### config.mk
export PLATFORM = sky130hd
export DESIGN_NAME = csr_file
export DESIGN_NICKNAME = d
export VERILOG_FILES = /design/src/rtl/rv32ima_pkg.sv /design/src/rtl/csr_counter.sv /design/src/rtl/csr_file.sv
export SDC_FILE = /design/constraint.sdc
export NUM_CORES = 1
export LEC_CHECK = 0
export ABC_AREA = 1
export BUFFER_PORTS_ARGS = -buffer_cell sky130_fd_sc_hd__buf_2
export CAP_MARGIN = 0
export CORE_ASPECT_RATIO = 0.6
export CORE_MARGIN = 2
export CORE_UTILIZATION = 45
export CTS_CLUSTER_DIAMETER = 80
export CTS_CLUSTER_SIZE = 16
export DETAILED_ROUTE_END_ITERATION = 16
export MAX_ROUTING_LAYER = met4
export PLACE_DENSITY = 0.66
export SKIP_LAST_GASP = 1
export SYNTH_ARGS = -nofsm -noshare
export SYNTH_HDL_FRONTEND = slang
export SYNTH_SLANG_ARGS = --single-unit
### constraint.sdc
create_clock -name clk -period 4.2 [get_ports clk]
set_input_delay 0.63 -clock clk [delete_from_list [all_inputs] [get_ports clk]]
set_output_delay 0.63 -clock clk [all_outputs]
set_load 0.05 [all_outputs]
### src/rtl/rv32ima_pkg.sv
// Shared RV32IMA types: SYSTEM funct3 encodings, machine-mode CSR addresses and fixed CSR constants.
package rv32ima_pkg;

   typedef enum logic [2:0] {
      SYS_PRIV   = 3'b000,
      SYS_CSRRW  = 3'b001,
      SYS_CSRRS  = 3'b010,
      SYS_CSRRC  = 3'b011,
      SYS_CSRRWI = 3'b101,
      SYS_CSRRSI = 3'b110,
      SYS_CSRRCI = 3'b111
   } system_funct3_t;

   typedef enum logic [11:0] {
      CSR_MSTATUS   = 12'h300,
      CSR_MISA      = 12'h301,
      CSR_MTVEC     = 12'h305,
      CSR_MSCRATCH  = 12'h340,
      CSR_MEPC      = 12'h341,
      CSR_MCAUSE    = 12'h342,
      CSR_MCYCLE    = 12'hB00,
      CSR_MINSTRET  = 12'hB02,
      CSR_MCYCLEH   = 12'hB80,
      CSR_MINSTRETH = 12'hB82,
      CSR_CYCLE     = 12'hC00,
      CSR_INSTRET   = 12'hC02,
      CSR_CYCLEH    = 12'hC80,
      CSR_INSTRETH  = 12'hC82,
      CSR_MHARTID   = 12'hF14
   } csr_addr_t;

   localparam int          MSTATUS_MIE_BIT  = 3;
   localparam int          MSTATUS_MPIE_BIT = 7;
   localparam logic [31:0] MISA_VALUE       = 32'h4000_1101;

endpackage

### src/rtl/csr_counter.sv
// Wide free-running counter with independently writable low/high XLEN halves.
// A write to either half replaces only that half and suppresses the increment for that cycle.
module csr_counter #(
   parameter int CNT_WIDTH = 64,
   parameter int XLEN      = 32
) (
   input  logic                 clk,
   input  logic                 nrst,
   input  logic                 inc,
   input  logic                 wr_lo,
   input  logic                 wr_hi,
   input  logic [XLEN-1:0]      wdata,
   output logic [CNT_WIDTH-1:0] count
);

   localparam int HI_W = CNT_WIDTH - XLEN;

   logic [CNT_WIDTH-1:0] count_q, count_d;

   always_comb begin
      count_d = count_q;
      if (wr_lo) count_d[XLEN-1:0] = wdata;
      if (wr_hi) count_d[CNT_WIDTH-1:XLEN] = wdata[HI_W-1:0];
      if (!(wr_lo || wr_hi) && inc) count_d = count_q + CNT_WIDTH'(1);
   end

   always_ff @(posedge clk or negedge nrst) begin
      if (!nrst) count_q <= '0;
      else       count_q <= count_d;
   end

   assign count = count_q;

endmodule

### src/rtl/csr_file.sv
// Machine-mode CSR file: Zicsr read-modify-write, mcycle/minstret, trap entry and MRET.
// Reads are combinational (old value); all state updates commit on the next rising clk edge.
module csr_file
   import rv32ima_pkg::*;
#(
   parameter int              XLEN        = 32,
   parameter int              CNT_WIDTH   = 64,
   parameter logic [XLEN-1:0] MTVEC_RESET = '0,
   parameter int              HART_ID     = 0
) (
   input  logic            clk,
   input  logic            nrst,
   input  logic [11:0]     csr_index,
   input  logic [2:0]      csr_opcode,
   input  logic            csr_ren,
   input  logic            csr_wen,
   input  logic [XLEN-1:0] reg_val,
   input  logic [4:0]      uimm,
   output logic [XLEN-1:0] csr_val,
   output logic            illegal,
   input  logic            instr_retire,
   input  logic            trap_req,
   input  logic [XLEN-1:0] trap_cause,
   input  logic [XLEN-1:0] trap_pc,
   input  logic            mret,
   output logic [XLEN-1:0] trap_vector,
   output logic [XLEN-1:0] mepc_out
);

   logic            mie_q, mie_d, mpie_q, mpie_d;
   logic [XLEN-1:0] mtvec_q, mtvec_d;
   logic [XLEN-1:0] mscratch_q, mscratch_d;
   logic [XLEN-1:0] mepc_q, mepc_d;
   logic [XLEN-1:0] mcause_q, mcause_d;

   logic [CNT_WIDTH-1:0] mcycle, minstret;
   logic [XLEN-1:0]      mcycle_hi, minstret_hi, mstatus_rd;
   logic [XLEN-1:0]      old_val, src, new_val;
   logic                 implemented, wr_en;

   always_comb begin
      mstatus_rd                   = '0;
      mstatus_rd[12:11]            = 2'b11;
      mstatus_rd[MSTATUS_MIE_BIT]  = mie_q;
      mstatus_rd[MSTATUS_MPIE_BIT] = mpie_q;
      // High halves are zero-extended when CNT_WIDTH < 2*XLEN.
      mcycle_hi                          = '0;
      mcycle_hi[CNT_WIDTH-XLEN-1:0]      = mcycle[CNT_WIDTH-1:XLEN];
      minstret_hi                        = '0;
      minstret_hi[CNT_WIDTH-XLEN-1:0]    = minstret[CNT_WIDTH-1:XLEN];
   end

   always_comb begin
      old_val     = '0;
      implemented = 1'b1;
      case (csr_index)
         CSR_MSTATUS:                old_val = mstatus_rd;
         CSR_MISA:                   old_val = XLEN'(MISA_VALUE);
         CSR_MTVEC:                  old_val = mtvec_q;
         CSR_MSCRATCH:               old_val = mscratch_q;
         CSR_MEPC:                   old_val = mepc_q;
         CSR_MCAUSE:                 old_val = mcause_q;
         CSR_MCYCLE,   CSR_CYCLE:    old_val = mcycle[XLEN-1:0];
         CSR_MCYCLEH,  CSR_CYCLEH:   old_val = mcycle_hi;
         CSR_MINSTRET, CSR_INSTRET:  old_val = minstret[XLEN-1:0];
         CSR_MINSTRETH, CSR_INSTRETH: old_val = minstret_hi;
         CSR_MHARTID:                old_val = XLEN'(HART_ID);
         default:                    implemented = 1'b0;
      endcase
   end

   always_comb begin
      src = csr_opcode[2] ? {{(XLEN-5){1'b0}}, uimm} : reg_val;
      case (system_funct3_t'(csr_opcode))
         SYS_CSRRW, SYS_CSRRWI: new_val = src;
         SYS_CSRRS, SYS_CSRRSI: new_val = old_val | src;
         SYS_CSRRC, SYS_CSRRCI: new_val = old_val & ~src;
         default:               new_val = old_val;
      endcase
   end

   assign illegal = ((csr_ren || csr_wen) && !implemented) ||
                    (csr_wen && (csr_index[11:10] == 2'b11));
   assign csr_val = (csr_ren || csr_wen) ? old_val : '0;
   assign wr_en   = csr_wen && !illegal && !trap_req;

   always_comb begin
      mie_d      = mie_q;
      mpie_d     = mpie_q;
      mtvec_d    = mtvec_q;
      mscratch_d = mscratch_q;
      mepc_d     = mepc_q;
      mcause_d   = mcause_q;
      if (trap_req) begin
         mepc_d   = trap_pc & ~XLEN'(3);
         mcause_d = trap_cause;
         mpie_d   = mie_q;
         mie_d    = 1'b0;
      end else begin
         if (mret) begin
            mie_d  = mpie_q;
            mpie_d = 1'b1;
         end
         if (wr_en) begin
            case (csr_index)
               CSR_MSTATUS: begin
                  // An MRET in the same cycle owns mstatus; the write is dropped.
                  if (!mret) begin
                     mie_d  = new_val[MSTATUS_MIE_BIT];
                     mpie_d = new_val[MSTATUS_MPIE_BIT];
                  end
               end
               CSR_MTVEC:    mtvec_d    = new_val & ~XLEN'(3);
               CSR_MSCRATCH: mscratch_d = new_val;
               CSR_MEPC:     mepc_d     = new_val & ~XLEN'(3);
               CSR_MCAUSE:   mcause_d   = new_val;
               default: ;
            endcase
         end
      end
   end

   always_ff @(posedge clk or negedge nrst) begin
      if (!nrst) begin
         mie_q      <= 1'b0;
         mpie_q     <= 1'b0;
         mtvec_q    <= MTVEC_RESET & ~XLEN'(3);
         mscratch_q <= '0;
         mepc_q     <= '0;
         mcause_q   <= '0;
      end else begin
         mie_q      <= mie_d;
         mpie_q     <= mpie_d;
         mtvec_q    <= mtvec_d;
         mscratch_q <= mscratch_d;
         mepc_q     <= mepc_d;
         mcause_q   <= mcause_d;
      end
   end

   csr_counter #(.CNT_WIDTH(CNT_WIDTH), .XLEN(XLEN)) u_mcycle (
      .clk   (clk),
      .nrst  (nrst),
      .inc   (1'b1),
      .wr_lo (wr_en && (csr_index == CSR_MCYCLE)),
      .wr_hi (wr_en && (csr_index == CSR_MCYCLEH)),
      .wdata (new_val),
      .count (mcycle)
   );

   csr_counter #(.CNT_WIDTH(CNT_WIDTH), .XLEN(XLEN)) u_minstret (
      .clk   (clk),
      .nrst  (nrst),
      .inc   (instr_retire),
      .wr_lo (wr_en && (csr_index == CSR_MINSTRET)),
      .wr_hi (wr_en && (csr_index == CSR_MINSTRETH)),
      .wdata (new_val),
      .count (minstret)
   );

   assign trap_vector = {mtvec_q[XLEN-1:2], 2'b00};
   assign mepc_out    = mepc_q;

endmodule

# After elaboration in Yosys (flattened, before gate mapping)
# Index checks and enable logic that the tools add are counted.
[op_classes]
add_sub_neg = 2
n_eq_ne = 24
n_mux = 27
bitwise = 4
reduce_logical = 34
[op_table]
columns = ["op", "n"]
rows = [
  ["$mux 32", 12],
  ["$pmux 32 s10", 1],
  ["$add 64x1->64 const B", 2],
  ["$mux 64", 2],
  ["$eq 12x12->1 const B", 9],
  ["$pmux 32 s3", 1],
  ["$eq 12x10->1 const B", 6],
  ["$and 32x32->32", 1],
  ["$not 32->32", 1],
  ["$or 32x32->32", 1],
  ["$reduce_or 15->1", 1],
  ["$reduce_or 2->1", 7],
  ["$mux 1", 11],
  ["$reduce_bool 2->1", 5],
  ["$eq 3x3->1 const B", 3],
  ["$logic_and 1x1->1", 9],
  ["$eq 3x2->1 const B", 2],
  ["$reduce_and 3->1", 2],
  ["$logic_not 1->1", 4],
  ["$logic_or 1x1->1", 4],
  ["$ne 2x1->1 const B", 2],
  ["$reduce_and 2->1", 2],
  ["$eq 3x1->1 const B", 1],
  ["$eq 2x2->1 const B", 1],
  ["$not 1->1", 1],
]
[word_totals]
regBits = 256
input_bits = 123
output_inout_bits = 97
elab_cells = 101

# Longest topological paths before layout
[depth]
word_depth = 14
ltp_mapped = 18
depth_no_buf = 17

# By module
# A second synthesis with hierarchy kept.
[hier_totals]
cells_unflattened = 3159
area_unflattened_um2 = 19308.5
[by_module_without_submodules]
columns = ["mod", "n_inst", "cells_per_inst", "area_per_inst_um2", "seq_area_each_um2"]
rows = [
  ["csr_file", 1, 1570, 9352.7, 3153.0],
  ["csr_counter at u_mcycle", 1, 795, 5037.3, 1601.5],
  ["csr_counter at u_minstret", 1, 794, 4918.5, 1601.5],
]

# Worst setup path before layout
# No wires, ideal clock.
[synth_path]
path_type = "input port to output port"
start = "in csr_index[3]"
end = "out csr_val[0]"
t_arrival_ns = 2.458
required_ns = 3.570
path_slack_ns = 1.112
cell_stages = 9
n_path_buf = 2
path_cell_list = "nor2_1 -> nand2_1 -> nor2_1 -> nand2_1 -> buf_2 -> buf_2 -> o21ai_0 -> a21oi_1 -> a21oi_1"
[synth_via]
elab_chain_cells = 4
[synth_lines]
columns = ["item", "line", "text"]
rows = [
  ["start, declared", "csr_file.sv:13", "input logic [11:0] csr_index,"],
  ["$eq 12x12->1", "csr_file.sv:56", "case (csr_index)"],
  ["$reduce_or 2->1", "csr_file.sv:56", ""],
  ["$pmux 32 s10 (*)", "csr_file.sv:56", ""],
  ["$mux 32 (*)", "csr_file.sv:84", "assign csr_val = (csr_ren || csr_wen) ? old_val : '0;"],
  ["end, declared", "csr_file.sv:19", "output logic [XLEN-1:0] csr_val,"],
]
# Every way passes the cells marked *; elsewhere a longest branch is shown, timed or not.

# Worst setup path in the final report
[layout_path]
start = "reg u_mcycle.count_q[15] (netlist: u_mcycle.count[15])"
end = "reg u_mcycle.count_q[49] (netlist: u_mcycle.count[49])"
[layout_via]
elab_chain_cells = 2
[layout_lines]
columns = ["item", "line", "text"]
rows = [
  ["start, declared", "csr_counter.sv:18", "logic [CNT_WIDTH-1:0] count_q, count_d;"],
  ["start signal, assigned", "csr_counter.sv:29", "else count_q <= count_d;"],
  ["$add 64x1->64", "csr_counter.sv:24", "if (!(wr_lo || wr_hi) && inc) count_d = count_q + CNT_WIDTH'(1);"],
  ["$mux 64", "csr_counter.sv:24", ""],
]
# Every way passes these cells.
# A chain may end at the register's enable or synchronous reset.

==> implementation parameters <==
Parameter                              Value

Status
  Outcome    finished clean

Pwr
  Largest vdd supply drop    about 0.27 mV
  Share of total power in combinational logic    17.2%
  Total power of the final layout    5.48 mW
  Internal power    3.65 mW
  Power density of the placed cells    266 nW/um2
  Clock share of power    33.3%
  Leakage    10.7 nW
  Switching part of the total    33.5%
  Sequential Power Share    49.6%
  Switch Pwr    1.84 mW

Final layout
  Most frequent cells in the layout    1257 x nand2_1, 279 x inv_1, 266 x nor2_1, 254 x dfrtp_1, 235 x nand3_1
  Antenna diode instance count    0
  Most common cell after layout, fill and taps aside    nand2_1
  Fraction of final layout cells sized beyond drive strength 1    10.9%
  Design Area, Final    20600 um2
  Area added between synthesis and finish    11.8%
  Final Instance Count excl. Fillers    approximately 3700
  Total Nets Final    around 3300

Placement
  Placed cell count    3643
  Dpl hpwl    77200 um
  Port-buffer cells    213
  Placement-stage cell area    20100 um2
  Placer congestion estimate    1.14

Clock network
  Count of instances resized after the clock tree is built    0
  CTS tree    done
  Clock transition at path regs    90 ps
  Count of H-tree levels built during CTS    1
  Maximum number of buffers from clock root to sink    3
  Post-CTS Hold Buffers    0
  Clock root buffer    clkbuf_16
  Buffers inserted by post-CTS timing repair    0
  Clock tree sinks    between 200 and 300
  Cts bufs inserted    19
  Clock latency on the worst-skew pair    560 ps

STA
  Max-slew headroom    5.36%
  Worst-margin pin slew    1400 ps
  Final-layout worst hold slack    28.4 ps
  Hold violation total from the final report    0
  Post-layout minimum cycle time    roughly 3700 ps
  Number of max-slew violations in the final report    0
  Fmax    271 MHz
  Layout Skew    ~29 ps
  Part of the cycle the worst path needs    87.8%
  RSZ-0062 raised after global routing    no
  Total setup violations reported at the end of the flow    0
  Setup TNS    0 ps

Setup path
  Startpoint types    flip-flop
  Highest-delay cell along the critical path    nor3_1
  Largest incremental delay on the critical path    970 ps
  Depth of the worst register-to-register path    12
  Startpoint-to-endpoint class of the critical path    flip-flop to flip-flop
  Data arrival, critical path    4130 ps
  CP most frequent cell    nand2_1
  Highest net fanout along the worst path    5
  Worst Setup End Kind    flip-flop
  Critical Path, Cell by Cell    nand2_1 -> nor2_1 -> inv_1 -> nor2_1 -> inv_1 -> nor3_1 -> nand3_1 -> xor2_1 -> nand2_1 -> nand2_1 -> nand2_1 -> nand2_1
  Required arrival time at the worst endpoint    roughly 4600 ps
  Buf/Inv on CP    2
  Family with the most delay on the worst path    simple AND/OR/NAND/NOR gates
  Critical path depth    12

Routing
  Remaining design rule violation count    0
  Via count    22200
  Routed WL    97600 um
  TritonRoute pass-1 iters    7
  Initial DRC count    about 3900
  Post-DRT Antenna Nets    0
  Via density per instance    around 6
  WL per Instance    roughly 27 um

Global routing
  Wire length of the first global-routing pass    139000 um
  Largest net degree at the start of global routing    82
  Total Routing Usage GR    46.5%
  Initial antenna violation count    0
  Total overflow reported by the global router    0
  Number of global-route vias before repair    about 20000

Logic synthesis
  Distinct cell type count of the synthesized netlist    between 40 and 50
  Seq cells post-synth    254
  Count of warnings emitted by yosys    0
  Largest cells by area after synthesis    dfrtp_1 34%, nand2_1 26%, nand3_1 6.4%
  Netlist Area Pre-Place    approximately 18000 um2
  Per-instance average area after synthesis    just over 6 um2
  Portion of the post-synthesis area used by sequential elements    34.5%
  Number of instances in the synthesized netlist    around 3000
  Cell taking the most area after synthesis    dfrtp_1
  Area share of the largest cell type after synthesis    34.5%

Floorplanning
  Full die area    42700 um2
  Horizontal extent of the die    265 um
  Top Ports    220
  Row cnt    between 50 and 60
  Effective utilization at floorplan    between 40 and 50%
  Overall die height    161 um
  Placeable core area    40400 um2

Hold path
  Worst min-delay path class    input port to asynchronous set/reset pin

Job
  Number of maximum-capacitance violations    0
[worst reg2reg max path: stages, from the launching register on]
cell and delay, ps:
dfrtp_1 590, nand2_1 210, nor2_1 320, inv_1 90, nor2_1 150, inv_1 70
nor3_1 970, nand3_1 610, xor2_1 300, nand2_1 90, nand2_1 50, nand2_1 50
nand2_1 60
[routing by layer]
| layer | share of wire, % | wire [um] | GRT usage [%] | up-vias |
|---|---|---|---|---|
| met3 | 18 | 17200 | 20.1 | 212 |
| met5 | 0 | 0 | - | - |
| li1 | - | - | - | 9644 |
| met2 | 36 | 35400 | 56.4 | 1761 |
| met4 | 4.1 | 4000 | 15.5 | 0 |
| met1 | 42 | 41100 | 66.8 | 10600 |
[synth_stat cells]
library cell,n
nand2_1,1258
o221ai_1,1
nand4_4,1
nand3_2,1
o21ai_4,1
xor2_1,85
xnor2_1,23
o22ai_1,11
inv_2,9
mux2_2,3
nor2_1,270
nand2_4,1
nor3_1,61
a21oi_1,42
buf_6,2
o21ai_1,8
conb_1,1
inv_1,279
nand3b_1,4
o2bb2ai_1,1
and2_1,2
nor2_8,1
nor2_2,4
buf_2,48
nand3_1,235
clkbuf_1,66
nand3_4,1
nor3b_1,4
nor4_1,16
nand2_2,9
and3_1,4
or2_2,3
buf_4,10
dfrtp_1,254
o21ai_0,119
a22oi_1,1
nor2_4,3
buf_1,11
nand4_1,48
a31oi_1,3
ha_1,2
o211ai_1,62
[flip-flops by register name (all words and copies together) (netlist names)]
signal	count
u_mcycle.count	64
u_minstret.count	64
mcause_q	32
mscratch_q	32
mepc_out	30
mtvec_q	30
mie_q	1
mpie_q	1
[power groups by stage]
stage | logic, mW | registers, mW | clock network (mW)
6_report | 0.941 | 2.72 | 1.83
5_1_grt | 1.01 | 2.73 | 1.90
4_1_cts | 0.914 | 2.71 | 1.81
3_5_place_dp | 0.912 | 2.75 | 0
3_3_place_gp | 0.889 | 2.75 | 0
2_1_floorplan | 0.451 | 2.80 | 0
[per-stage QoR]
step,util (%),setup slack [ps]
floorplan,-,1110
global placement,49.7,618
detailed placement,49.7,559
CTS,51.0,638
global route,51.0,490
finish,51.0,511
[layout make-up]
cell class              instances  area [um2]
clock buffers                  20         489
multi-input cells            2292       10400
clock inverters                 1        8.76
fillers                      4166       19800
well taps                     531         664
flip-flops and latches        254        6360
inverters                     288        1080
repair buffers                278        1610
[path summary, 6_finish.rpt]
kind	startpoint	end	slack (ps)
setup / recovery	u_mcycle.count[15]	u_mcycle.count[49]	510
hold / removal	nrst	mtvec_q[31]	30
setup reg to reg	u_mcycle.count[15]	u_mcycle.count[49]	510
hold reg to reg	mscratch_q[26]	mscratch_q[26]	490
max in group asynchronous	nrst	u_mcycle.count[28]	3180
min in group clk	trap_pc[12]	mepc_out[12]	290
[kinds of logic after synthesis]
group	count (synthesis)	share of synthesized area, %
flops	254	34.5
other cells	1	0.0203
fa+ha+maj	2	0.136
compound gates	249	7.81
xor+xnor	108	5.13
mux	3	0.183
simple gates	1926	43.0
buf+inv	425	9.26
Power figures use the tool's default switching activity.
